## src/rtl/bnn_accum_act.sv

```systemverilog
// BNN accumulate-and-activate CFU: sums popcount-derived +/-1 dot products into a saturating
// signed accumulator, thresholds it into a 32-bit activation shift register, one-cycle response.
module bnn_accum_act #(
    parameter int unsigned CFU_FUNCTION_ID_W = 2,
    parameter int unsigned CFU_REQ_INPUTS    = 2,
    parameter int unsigned CFU_REQ_DATA_W    = 32,
    parameter int unsigned CFU_RESP_DATA_W   = 32,
    parameter int unsigned ACC_W             = 16
) (
    input  logic                                      clock,
    input  logic                                      reset_n,
    input  logic                                      req_valid,
    output logic                                      req_ready,
    input  logic [CFU_FUNCTION_ID_W-1:0]              req_function_id,
    // Operand k occupies bits [k*CFU_REQ_DATA_W +: CFU_REQ_DATA_W].
    input  logic [CFU_REQ_INPUTS*CFU_REQ_DATA_W-1:0]  req_data,
    output logic                                      resp_valid,
    input  logic                                      resp_ready,
    output logic [CFU_RESP_DATA_W-1:0]                resp_data
);

    localparam int unsigned SumW = ACC_W + 8;

    localparam logic [CFU_FUNCTION_ID_W-1:0] FnClear  = CFU_FUNCTION_ID_W'(0);
    localparam logic [CFU_FUNCTION_ID_W-1:0] FnAccum  = CFU_FUNCTION_ID_W'(1);
    localparam logic [CFU_FUNCTION_ID_W-1:0] FnThresh = CFU_FUNCTION_ID_W'(2);
    localparam logic [CFU_FUNCTION_ID_W-1:0] FnRead   = CFU_FUNCTION_ID_W'(3);

    localparam logic signed [SumW-1:0] AccMax = {{9{1'b0}}, {(ACC_W-1){1'b1}}};
    localparam logic signed [SumW-1:0] AccMin = {{9{1'b1}}, {(ACC_W-1){1'b0}}};

    typedef enum logic {StEmpty, StFull} state_e;

    state_e                       state_q, state_d;
    logic signed [ACC_W-1:0]      acc_q, acc_d;
    logic [31:0]                  act_q, act_d;
    logic [5:0]                   nbits_q, nbits_d;
    logic [CFU_RESP_DATA_W-1:0]   resp_data_q, resp_data_d;

    logic [CFU_REQ_DATA_W-1:0]    op0, op1;
    logic [5:0]                   pc_raw, n_raw, pc, n;
    logic signed [SumW-1:0]       delta, sum;
    logic signed [ACC_W-1:0]      acc_sat, thr;
    logic                         thr_bit;
    logic [31:0]                  act_shift;
    logic [5:0]                   nbits_inc;
    logic                         accept;
    logic                         unused_bits;

    assign op0 = req_data[CFU_REQ_DATA_W-1:0];
    assign op1 = req_data[2*CFU_REQ_DATA_W-1:CFU_REQ_DATA_W];
    assign unused_bits = ^req_data;

    assign resp_valid = (state_q == StFull);
    assign req_ready  = !resp_valid || resp_ready;
    assign accept     = req_valid && req_ready;
    assign resp_data  = resp_data_q;

    // Popcount pc of n bits maps to a +/-1 dot product of 2*pc - n.
    always_comb begin
        pc_raw = op0[5:0];
        n_raw  = op1[5:0];
        n      = (n_raw == 6'd0) ? 6'd32 : n_raw;
        pc     = (pc_raw > n) ? n : pc_raw;
        delta  = SumW'({pc, 1'b0}) - SumW'(n);
        sum    = SumW'(acc_q) + delta;
        if (sum > AccMax) begin
            acc_sat = {1'b0, {(ACC_W-1){1'b1}}};
        end else if (sum < AccMin) begin
            acc_sat = {1'b1, {(ACC_W-1){1'b0}}};
        end else begin
            acc_sat = sum[ACC_W-1:0];
        end
    end

    always_comb begin
        thr       = op0[ACC_W-1:0];
        thr_bit   = (acc_q >= thr) ? 1'b0 : 1'b1;
        act_shift = {act_q[30:0], thr_bit};
        nbits_inc = (nbits_q == 6'd32) ? 6'd32 : nbits_q + 6'd1;
    end

    always_comb begin
        state_d     = state_q;
        acc_d       = acc_q;
        act_d       = act_q;
        nbits_d     = nbits_q;
        resp_data_d = resp_data_q;

        if (accept) begin
            state_d = StFull;
            case (req_function_id)
                FnClear: begin
                    acc_d       = '0;
                    act_d       = '0;
                    nbits_d     = '0;
                    resp_data_d = '0;
                end
                FnAccum: begin
                    acc_d       = acc_sat;
                    resp_data_d = CFU_RESP_DATA_W'(acc_sat);
                end
                FnThresh: begin
                    acc_d       = '0;
                    act_d       = act_shift;
                    nbits_d     = nbits_inc;
                    resp_data_d = CFU_RESP_DATA_W'(act_shift);
                end
                FnRead: begin
                    resp_data_d = op0[1] ? CFU_RESP_DATA_W'({26'b0, nbits_q})
                                         : CFU_RESP_DATA_W'(act_q);
                    if (op0[0]) begin
                        act_d   = '0;
                        nbits_d = '0;
                    end
                end
                default: resp_data_d = '0;
            endcase
        end else if (resp_valid && resp_ready) begin
            state_d = StEmpty;
        end
    end

    always_ff @(posedge clock or negedge reset_n) begin
        if (!reset_n) begin
            state_q     <= StEmpty;
            acc_q       <= '0;
            act_q       <= '0;
            nbits_q     <= '0;
            resp_data_q <= '0;
        end else begin
            state_q     <= state_d;
            acc_q       <= acc_d;
            act_q       <= act_d;
            nbits_q     <= nbits_d;
            resp_data_q <= resp_data_d;
        end
    end

endmodule

```

## config.mk

```make
export PLATFORM = sky130hd
export DESIGN_NAME = bnn_accum_act
export DESIGN_NICKNAME = d
export VERILOG_FILES = /design/src/rtl/bnn_accum_act.sv
export SDC_FILE = /design/constraint.sdc
export NUM_CORES = 1
export LEC_CHECK = 0
export BUFFER_PORTS_ARGS = -buffer_cell sky130_fd_sc_hd__buf_2
export CAP_MARGIN = 15
export CORE_MARGIN = 5
export CORE_UTILIZATION = 57
export DETAILED_ROUTE_END_ITERATION = 10
export HOLD_SLACK_MARGIN = 0.02
export PLACE_DENSITY = 0.87
export SLEW_MARGIN = 40
export SYNTH_ARGS = -nofsm -noshare
export SYNTH_HDL_FRONTEND = slang
export SYNTH_SLANG_ARGS = --single-unit
```

## constraint.sdc

```tcl
create_clock -name clock -period 3.5 [get_ports clock]
set_clock_uncertainty 0.1 [all_clocks]
set_input_delay 0.7 -clock clock [delete_from_list [all_inputs] [get_ports clock]]
set_output_delay 0.7 -clock clock [all_outputs]
set_load 0.02 [all_outputs]
```

==> reports/metrics.csv, run 1 <==
stage;metric;value;unit
critical_path;WS Path Type;primary input to register;
layout;P&R area growth vs syn;31.6;%
yosys;synthesized area;0.00564;mm2
yosys;Synthesized Nets;774;
routing;post-DR wirelength/cell;18.9;um
layout;fin cells;926;
sta;Worst-Margin Slew;835;ps
sta;Hold Fails Final Rpt;0;
floorplan;Core Rows;36;
global_route;grt ovf;0;
floorplan;Die Wd;110;um
layout;ANT cells;0;
floorplan;total core area;0.00973;mm2
yosys;async set-reset flop share out of synthesis;1.00;
global_route;Total GRT Usage;0.273;
job;max-cap violations;0;
sta;# setup viols final;48;
routing;vias;5628;
run_status;status;complete, but fails checks;
critical_path;crit end category;register;
sta;final period demand of the worst path;4960;ps
critical_path;Worst Path Required;3700;ps
routing;post-route ant nets;0;
routing;Post-route DRC;0;
routing;Starting DRT DRC Count;435;
clock_network;clock tree buffer depth;2;
global_route;number of global-route vias before repair;5521;
power;VDD IR max;0.455;mV
yosys;Area contributors post-synth;dfrtp_1 (39%), ha_1 (10%), nand2_1 (8.7%);
sta;relative slew slack;0.441;
layout;most frequent cells in the layout;nand2_1 (129), dfrtp_1 (87), buf_4 (79);
critical_path;maximum fanout along the worst path;7;
clock_network;TritonCTS Buffers;9;
clock_network;CTS tree;done;
floorplan;Initial Util;0.580;
critical_path;crit start category;primary input;
sta;hold_ws;251;ps
layout;Nets;905;
placement;Placed Cells;893;
sta;Final period util;1.42;
critical_path;critical path arrival;5160;ps
yosys;number of flops mapped to enable cells by yosys;0;
layout;most common cell after layout, fill and taps aside;nand2_1;
clock_network;Root Buffer;clkbuf_8;
clock_network;Clk Latency, worst-skew pair;380;ps
yosys;Cells after Synth;657;
yosys;top cell type by total area after synthesis;dfrtp_1;
placement;port bufs;61;
global_route;initial antenna violation count;0;
sta;Max Transition Viols Final;0;
placement;HPWL Detailed;11400;um
placement;routability congestion estimate;0.940;
routing;WL final;17500;um
yosys;register area share after synthesis;0.386;
sta;final worst slack;-1460;ps
routing;Vias/cell;6.08;
global_route;first-pass GRT wire length;25800;um
yosys;share of the synthesized area in the top cell type;0.386;
clock_network;H-tree levels;3;
yosys;top_reg_cell synth;dfrtp_1;
floorplan;I/O pin count;104;
yosys;distinct cell type count after synthesis;61;
power;Static Leak;3.48;nW
yosys;Ys Warns;0;
yosys;post-synthesis register bit count;87;
global_route;largest net degree at the start of global routing;88;
critical_path;setup slack, reg-to-reg;840;ps
sta;Fmax achieved;0.202;GHz
clock_network;clk sinks;87;
yosys;synthesized area per cell;8.59;um2
routing;Pre-antenna DRT Iters;5;
clock_network;Post-CTS Hold Buffers;0;
sta;RSZ-0062 raised after global routing;true;
floorplan;chip height;110;um
clock_network;Clock transition at path regs;100;ps
power;PD cells;662;mW/mm2
layout;share of layout cells above drive strength 1;0.313;
run_status;failing checks;setup timing;
worst_hold_path;Hold WC Path Type;primary input to async pin;
floorplan;Die ar.;0.0120;mm2
==> cells by family after synthesis <==
| logic type | after synthesis | synth area share |
|---|---|---|
| DFF | 87 | 0.386 |
| xor gates and xnor gates | 20 | 0.0324 |
| and+or+nand+nor | 203 | 0.157 |
| adders and majority gates | 51 | 0.114 |
| muxes | 9 | 0.0162 |
| buffers and inverters | 75 | 0.0523 |
| AOI/OAI and AO/OA | 212 | 0.242 |
==> synth_stat cells, types with 8 or more instances <==
| library cell | instances |
|---|---|
| ha_1 | 45 |
| nor2_1 | 23 |
| nand3_1 | 8 |
| inv_1 | 40 |
| nand2_1 | 131 |
| nor2b_1 | 10 |
| o211ai_1 | 22 |
| xor2_1 | 11 |
| o21ai_0 | 59 |
| mux2i_1 | 8 |
| a21oi_1 | 43 |
| clkbuf_1 | 29 |
| o21ai_1 | 19 |
| a221oi_1 | 17 |
| xnor2_1 | 8 |
| dfrtp_1 | 87 |
| a21o_1 | 8 |
==> stage by stage <==
step	utilization	area, um2	setup TNS (ps)	setup WS (ps)	total power [mW]
floorplan	-	5720	-73850	-1710	2.82
global placement	0.685	6670	-72050	-1590	3.60
detailed placement	0.686	6680	-79400	-1830	3.71
CTS	0.728	7080	-58470	-1270	4.56
global route	0.763	7430	-70240	-1580	5.19
finish	0.763	7430	-64430	-1460	4.92
==> per-layer routing <==
layer  track usage  vias up  share of wire
met5             0        -              0
met2         0.476      233           0.51
met3        0.0458       74          0.057
li1              -     2601              -
met1         0.332     2720           0.39
met4         0.120        0          0.042
==> area by class of cell <==
type,count,area (um2)
clock inverter,6,67.6
inverter,40,150
clock buffer,10,138
sequential,87,2180
tap,133,166
multi-input combinational,495,3590
fill,665,2300
timing repair buffer,155,1140
==> report_power, final <==
part	leakage [nW]	total [mW]	internal, mW	switching, mW
Combinational	2.20	2.78	1.25	1.53
Clock	0.0993	0.743	0.353	0.390
Sequential	1.19	1.39	1.20	0.195
==> critical path, stage by stage <==
cell and delay (ps):
buf_8 100, nor4_4 260, a21oi_2 90, ha_1 330, nand4_1 120, o22ai_2 90, a21oi_4 190, buf_6 160
nand2_1 80, o21ai_2 70, ha_1 260, buf_4 150, a21oi_2 150, o21bai_2 110, a211oi_4 290, buf_12 180
ha_4 160, buf_6 100, nand4_1 130, a21oi_2 210, o21ai_2 110, a21oi_4 280, buf_6 140, buf_6 110
mux2i_2 260, a31oi_2 80, a32oi_1 230
==> flip-flops by register name, summed over array words and instances, names as in the netlist <==
register and flops:
act_q 32, acc_q 16, resp_data 32, nbits_q 6, resp_valid 1
==> final timing paths <==
check	from	end	depth (start not counted)
hold / removal	reset_n	acc_q[5]$_DFFE_PN0P_	1
min in group clock	resp_data[20]$_DFFE_PN0P_	resp_data[20]$_DFFE_PN0P_	2
max in group asynchronous	reset_n	resp_data[12]$_DFFE_PN0P_	1
setup / recovery	req_data[36]	resp_data[0]$_DFFE_PN0P_	27
hold reg to reg	resp_data[20]$_DFFE_PN0P_	resp_data[20]$_DFFE_PN0P_	2
setup reg to reg	acc_q[4]$_DFFE_PN0P_	resp_data[0]$_DFFE_PN0P_	11
==> timing repair <==
item                       CTS  global route
resized for setup           31            62
gates cloned                 1             2
setup endpoints to repair   48            48
pin swaps                   24            50
setup buffers                8            10
Power figures use the tool's default switching activity.
==> run 2: changes to the inputs <==
--- a/config.mk
+++ b/config.mk
@@ -11,7 +11,7 @@
 export CORE_UTILIZATION = 57
 export DETAILED_ROUTE_END_ITERATION = 10
 export HOLD_SLACK_MARGIN = 0.02
-export PLACE_DENSITY = 0.87
+export PLACE_DENSITY_LB_ADDON = 0.25
 export SLEW_MARGIN = 40
 export SYNTH_ARGS = -nofsm -noshare
 export SYNTH_HDL_FRONTEND = slang
==> run 2 against run 1 <==
The run still ends with setup timing left. First-iteration DRC count is 22% lower. Setup slack improved by 100 ps. Combinational power fell by 8.3%. Global-route usage fell by 0.34 points. Cell area decreased by 3.1%. Power decreased by 5.0%. Final cell count shrank 0.86%. Sequential power hardly changed. Critical path type unchanged. Critical endpoint is now acc_q[0]$_DFFE_PN0P_. Largest power group unchanged.
==> reports/metrics.csv, run 2 (synthesis gave the netlist of run 1 again) <==
stage;metric;value;unit;change
run_status;status;complete, but fails checks;;
run_status;failing checks;setup timing;;
placement;port bufs;61;;unchanged
routing;post-DR wirelength/cell;17.4;um;-7.9%
sta;final period demand of the worst path;4860;ps;-99.8 ps
layout;Nets;897;;-0.88%
floorplan;Core Rows;36;;unchanged
placement;HPWL Detailed;11500;um;+0.67%
global_route;grt ovf;0;;unchanged
clock_network;CTS tree;done;;
placement;routability congestion estimate;0.912;;-3.0%
routing;Vias/cell;5.89;;-3.0%
critical_path;WS Path Type;primary input to register;;
critical_path;critical path arrival;5010;ps;-150 ps
global_route;first-pass GRT wire length;25300;um;-1.9%
sta;Max Transition Viols Final;0;;unchanged
sta;Final period util;1.39;;-0.0285
critical_path;worst reg2reg path startpoint;acc_q[0]$_DFFE_PN0P_;;
power;Static Leak;3.37;nW;-3.1%
sta;Fmax achieved;0.206;GHz;+2.1%
critical_path;crit start category;primary input;;
power;PD cells;649;mW/mm2;-2.0%
sta;relative slew slack;0.562;;+0.121
routing;Post-route DRC;0;;unchanged
floorplan;total core area;0.00973;mm2;unchanged
critical_path;crit end category;register;;
placement;Place WS;-1860;ps;-22.2 ps
routing;Starting DRT DRC Count;340;;-22%
layout;share of layout cells above drive strength 1;0.285;;-0.0274
layout;ANT cells;0;;unchanged
floorplan;Die ar.;0.0120;mm2;unchanged
clock_network;H-tree levels;3;;unchanged
floorplan;chip height;110;um;unchanged
power;Design Power;4.67;mW;-5.0%
critical_path;CP Launch Point;req_data[34];;
sta;hold_ws;211;ps;-39.6 ps
global_route;largest net degree at the start of global routing;51;;-42%
job;max-cap violations;0;;unchanged
routing;Pre-antenna DRT Iters;6;;+1
floorplan;Initial Util;0.580;;unchanged
sta;RSZ-0062 raised after global routing;true;;
layout;fin area;0.00719;mm2;-3.1%
power;VDD IR max;0.286;mV;-37%
global_route;Total GRT Usage;0.270;;-0.00341
worst_hold_path;Hold WC Path Type;primary input to async pin;;
floorplan;I/O pin count;104;;unchanged
global_route;number of global-route vias before repair;5310;;-3.8%
routing;WL final;16000;um;-8.7%
layout;most common cell after layout, fill and taps aside;nand2_1;;
floorplan;Die Wd;110;um;unchanged
critical_path;Worst Path Required;3650;ps;-50 ps
clock_network;TritonCTS Buffers;9;;unchanged
clock_network;Clock transition at path regs;90;ps;about the same
placement;Post-DP Area;0.00667;mm2;-0.11%
global_route;initial antenna violation count;0;;unchanged
clock_network;clk sinks;87;;unchanged
sta;Hold Fails Final Rpt;0;;unchanged
clock_network;Root Buffer;clkbuf_8;;
sta;# setup viols final;48;;unchanged
layout;P&R area growth vs syn;27.4;%;
clock_network;clock tree buffer depth;2;;unchanged
sta;final worst slack;-1360;ps;+99.8 ps
sta;Worst-Margin Slew;655;ps;-180 ps
layout;most frequent cells in the layout;nand2_1 (130), dfrtp_1 (87), buf_4 (78);;
routing;post-route ant nets;0;;unchanged
critical_path;maximum fanout along the worst path;6;;-1
clock_network;Clk Latency, worst-skew pair;360;ps;-20 ps
routing;vias;5410;;-3.9%
## run 2: changes by cell type in the layout (fill, tap and decap cells not counted), moves of 4 or more
cell / change
a221oi_1: +10
o21ai_0: +9
a221oi_2: -8
o21ai_1: -8
a21oi_2: +4
buf_6: -4
## run 2: final cells by class
cell class	count	area (um2)
flip-flops and latches	87	2180
well taps	133	166
repair buffers	147	1030
inverters	40	150
clock buffers	10	138
multi-input cells	495	3460
fillers	744	2540
clock inverters	6	67.6
## run 2: path summary, 6_finish.rpt
| check | to | slack (ps) | depth (start not counted) |
|---|---|---|---|
| hold / removal | nbits_q[1]$_DFFE_PN0P_ | 210 | 1 |
| setup / recovery | acc_q[0]$_DFFE_PN0P_ | -1360 | 23 |
| min in group clock | resp_data[16]$_DFFE_PN0P_ | 390 | 2 |
| hold reg to reg | resp_data[16]$_DFFE_PN0P_ | 390 | 2 |
| setup reg to reg | resp_data[8]$_DFFE_PN0P_ | 870 | 10 |
| max in group asynchronous | act_q[7]$_DFFE_PN0P_ | 2330 | 2 |
## run 2: worst max-delay path: stages
cell	delay, ps
buf_8	100
nor4_4	260
a21oi_2	100
ha_1	310
nand4_1	90
o22ai_2	100
a21oi_4	190
nand2_1	90
o21ai_2	80
ha_1	260
a21oi_2	160
o21ai_2	90
a21oi_2	180
o21bai_4	90
a211oi_4	290
buf_12	160
ha_4	190
a21o_1	200
a2111oi_4	430
nand3_2	170
and2_4	210
maj3_2	300
a32o_1	250
## run 2: where the power goes
| part | total, mW | switching [mW] | internal, mW | leakage, nW |
|---|---|---|---|---|
| clock network | 0.734 | 0.381 | 0.353 | 0.0993 |
| logic | 2.55 | 1.43 | 1.12 | 2.09 |
| registers | 1.39 | 0.189 | 1.20 | 1.19 |
| total | 4.67 | 2.00 | 2.67 | 3.37 |
## run 2: repair_timing
| action | in CTS | in global routing |
|---|---|---|
| resized for setup | 22 | 39 |
| setup endpoints to repair | 48 | 48 |
| pin swaps | 3 | 41 |
| buffers inserted | 1 | 6 |
| hold buffers | 0 | 0 |
| cloned | 2 | 1 |
## run 2: layer usage
layer | vias up | track usage | part of all wire
met2 | 155 | 0.476 | 0.51
met5 | - | 0 | 0
met3 | 42 | 0.0335 | 0.046
li1 | 2571 | - | -
met4 | 0 | 0.118 | 0.029
met1 | 2642 | 0.330 | 0.41
## run 2: per-stage QoR
step | utilization | cells | TNS (ps)
2_1_floorplan | - | 657 | -73850
3_3_place_gp | 0.685 | 892 | -75230
3_5_place_dp | 0.685 | 892 | -84270
4_1_cts | 0.717 | 911 | -57790
5_1_grt | 0.739 | 918 | -71600
6_report | 0.739 | 918 | -61540
==> run 3: changes to the inputs <==
--- a/config.mk
+++ b/config.mk
@@ -5,6 +5,7 @@
 export SDC_FILE = /design/constraint.sdc
 export NUM_CORES = 1
 export LEC_CHECK = 0
+export ABC_AREA = 1
 export BUFFER_PORTS_ARGS = -buffer_cell sky130_fd_sc_hd__buf_2
 export CAP_MARGIN = 15
 export CORE_MARGIN = 5
==> run 3 against run 2 <==
Maximum frequency decreased by 0.54%. Combinational power increased by 19%. Synthesized area increased by 5.1%. Worst hold slack improved by 77 ps. The flow still finishes with violations (setup timing). Clock-buffer cell count unchanged. Sequential power decreased by 3%. Die area increased by 4.7%. Critical path type unchanged. Via count increased by 12%. Wire length increased by 4.7%. Global-route usage decreased by 0.40 points. Core utilization increased by 2.7 points. Critical path depth increased by 14. Largest power group unchanged.
==> reports/metrics.csv, run 3 <==
stage;metric;value;unit;change
run_status;status;complete, but fails checks;;
run_status;failing checks;setup timing;;
critical_path;Worst Path Required;3640;ps;about the same
clock_network;TritonCTS Buffers;9;;unchanged
critical_path;WS Path Type;primary input to register;;
clock_network;H-tree levels;3;;unchanged
placement;Post-DP Area;0.00687;mm2;+3.0%
routing;vias;6042;;+12%
yosys;distinct cell type count after synthesis;42;;-31%
routing;Vias/cell;5.54;;-6.0%
sta;hold_ws;288;ps;+77.0 ps
floorplan;Die Wd;112;um;+2.3%
yosys;Ys Warns;0;;unchanged
layout;Reg area;0.00218;mm2;unchanged
yosys;top cell type by total area after synthesis;dfrtp_1;;
layout;P&R area growth vs syn;32.2;%;
routing;post-DR wirelength/cell;15.3;um;-12%
floorplan;chip height;112;um;+2.3%
layout;most frequent cells in the layout;nand2_1 (185), inv_1 (97), buf_4 (95);;
layout;share of layout cells above drive strength 1;0.317;;+0.0319
clock_network;Root Buffer;clkbuf_8;;
clock_network;clock tree buffer depth;2;;unchanged
layout;Fillers;749;;+0.67%
critical_path;CP bufs+invs;17;;+15
yosys;async set-reset flop share out of synthesis;1.00;;unchanged
yosys;most frequent cell after synthesis;nand2_1;;
routing;Starting DRT DRC Count;572;;+68%
power;Static Leak;4.25;nW;+26%
yosys;share of the synthesized area in the top cell type;0.367;;-0.0189
critical_path;crit end category;register;;
yosys;synthesized area;0.00593;mm2;+5.1%
sta;Hold Fails Final Rpt;0;;unchanged
clock_network;Clk Latency, worst-skew pair;350;ps;about the same
layout;ANT cells;0;;unchanged
routing;WL final;16700;um;+4.7%
clock_network;clk sinks;87;;unchanged
power;VDD IR max;0.385;mV;+35%
critical_path;Critical Path Stages;37;;+61%
layout;multi-input logic area;0.00373;mm2;+7.7%
power;Design Power;5.03;mW;+7.7%
routing;Post-route DRC;0;;unchanged
sta;RSZ-0062 raised after global routing;true;;
yosys;Cells after Synth;808;;+23%
global_route;Total GRT Usage;0.266;;-0.00398
critical_path;cell family with most CP delay;buffers and inverters;;
sta;relative slew slack;0.516;;-0.0464
floorplan;Die ar.;0.0126;mm2;+4.7%
critical_path;slowest cell delay on critical path;330;ps;-100 ps
power;PD cells;641;mW/mm2;-1.2%
routing;Pre-antenna DRT Iters;5;;-1
clock_network;Post-CTS Hold Buffers;0;;unchanged
sta;Worst-Margin Slew;726;ps;+71.6 ps
yosys;number of flops mapped to enable cells by yosys;0;;unchanged
global_route;number of global-route vias before repair;5953;;+12%
floorplan;Initial Util;0.580;;about the same
worst_hold_path;Hold WC Path Type;primary input to async pin;;
critical_path;CP dominant cell by count;buf_4;;
layout;most common cell after layout, fill and taps aside;nand2_1;;
sta;Final period util;1.40;;+0.00749
critical_path;critical path arrival;5030;ps;+20 ps
placement;port bufs;61;;unchanged
yosys;post-synthesis register bit count;87;;unchanged
sta;final period demand of the worst path;4880;ps;+26.2 ps
sta;Fmax achieved;0.205;GHz;-0.54%
yosys;synthesized area per cell;7.34;um2;-15%
clock_network;Clock transition at path regs;90;ps;about the same
global_route;initial antenna violation count;0;;unchanged
critical_path;setup slack, reg-to-reg;1080;ps;+210 ps
global_route;grt ovf;0;;unchanged
sta;TNS Setup;-63960;ps;-2420 ps
job;max-cap violations;0;;unchanged
routing;post-route ant nets;0;;unchanged
critical_path;CP max-delay cell;nor3b_4;;
placement;Place WS;-1840;ps;+14.4 ps
sta;Max Transition Viols Final;0;;unchanged
yosys;register area share after synthesis;0.367;;-0.0189
critical_path;R2R depth;14;;+4
placement;HPWL Detailed;11000;um;-4.5%
yosys;Area contributors post-synth;dfrtp_1 (37%), nand2_1 (16%), ha_1 (9.5%);;
layout;fin area;0.00785;mm2;+9.1%
layout;Nets;1067;;+19%
sta;final worst slack;-1380;ps;-26.2 ps
yosys;top_reg_cell synth;dfrtp_1;;
clock_network;CTS tree;done;;
sta;# setup viols final;48;;unchanged
global_route;first-pass GRT wire length;27700;um;+9.3%
placement;routability congestion estimate;0.874;;-4.1%
floorplan;I/O pin count;104;;unchanged
floorplan;total core area;0.0102;mm2;+5.2%
yosys;most frequent cells after synthesis;nand2_1 (247), inv_1 (100), dfrtp_1 (87);;
global_route;largest net degree at the start of global routing;88;;+73%
critical_path;maximum fanout along the worst path;6;;unchanged
floorplan;Core Rows;37;;+2.8%
critical_path;crit start category;primary input;;
yosys;Synthesized Nets;925;;+20%
-- run 3: logic make-up after synthesis --
logic type | share of synthesized area
AND/OR/NAND/NOR | 0.240
AO/OA/AOI/OAI | 0.180
buffers and inverters | 0.0940
flip-flops | 0.367
adder cells (fa/ha/maj) | 0.102
XOR/XNOR | 0.0177
-- run 3: layout make-up --
class,count,share of cell area
repair buffers,165,0.151
multi-input cells,580,0.476
flip-flops and latches,87,0.278
clock inverters,6,0.00574
well taps,136,0.0217
clock buffers,10,0.0175
inverters,107,0.0512
-- run 3: worst paths after layout --
| path | start | endpoint |
|---|---|---|
| min in group clock | resp_data[15]$_DFFE_PN0P_ | resp_data[15]$_DFFE_PN0P_ |
| hold / removal | reset_n | nbits_q[1]$_DFFE_PN0P_ |
| setup reg to reg | acc_q[0]$_DFFE_PN0P_ | resp_data[16]$_DFFE_PN0P_ |
| hold reg to reg | resp_data[15]$_DFFE_PN0P_ | resp_data[15]$_DFFE_PN0P_ |
| setup / recovery | req_data[34] | resp_data[6]$_DFFE_PN0P_ |
| max in group asynchronous | reset_n | acc_q[10]$_DFFE_PN0P_ |
-- run 3: report_power, final --
group          switching [mW]  internal, mW
Sequential              0.178          1.18
Combinational            1.71          1.32
Clock                   0.363         0.279
-- run 3: through the flow --
stage,util,std cells
after CTS,0.744,1089
final,0.767,1091
after global routing,0.767,1091
after global placement,0.671,1047
after floorplan,-,808
after detailed placement,0.671,1047
-- run 3: repair_timing --
| item | 4_1_cts | 5_1_grt |
|---|---|---|
| gates cloned | 3 | 0 |
| endpoints found under the setup margin | 48 | 48 |
| pin swaps | 16 | 46 |
| buffers inserted | 23 | 3 |
| resized for setup | 76 | 63 |
-- run 3: routing by layer --
layer  GRT usage  wire (um)  vias up
li1            -          -     2931
met1       0.331       6850     2873
met2       0.485       8720      197
met3      0.0280        681       41
met4      0.0833        467        0
met5           0          0        -
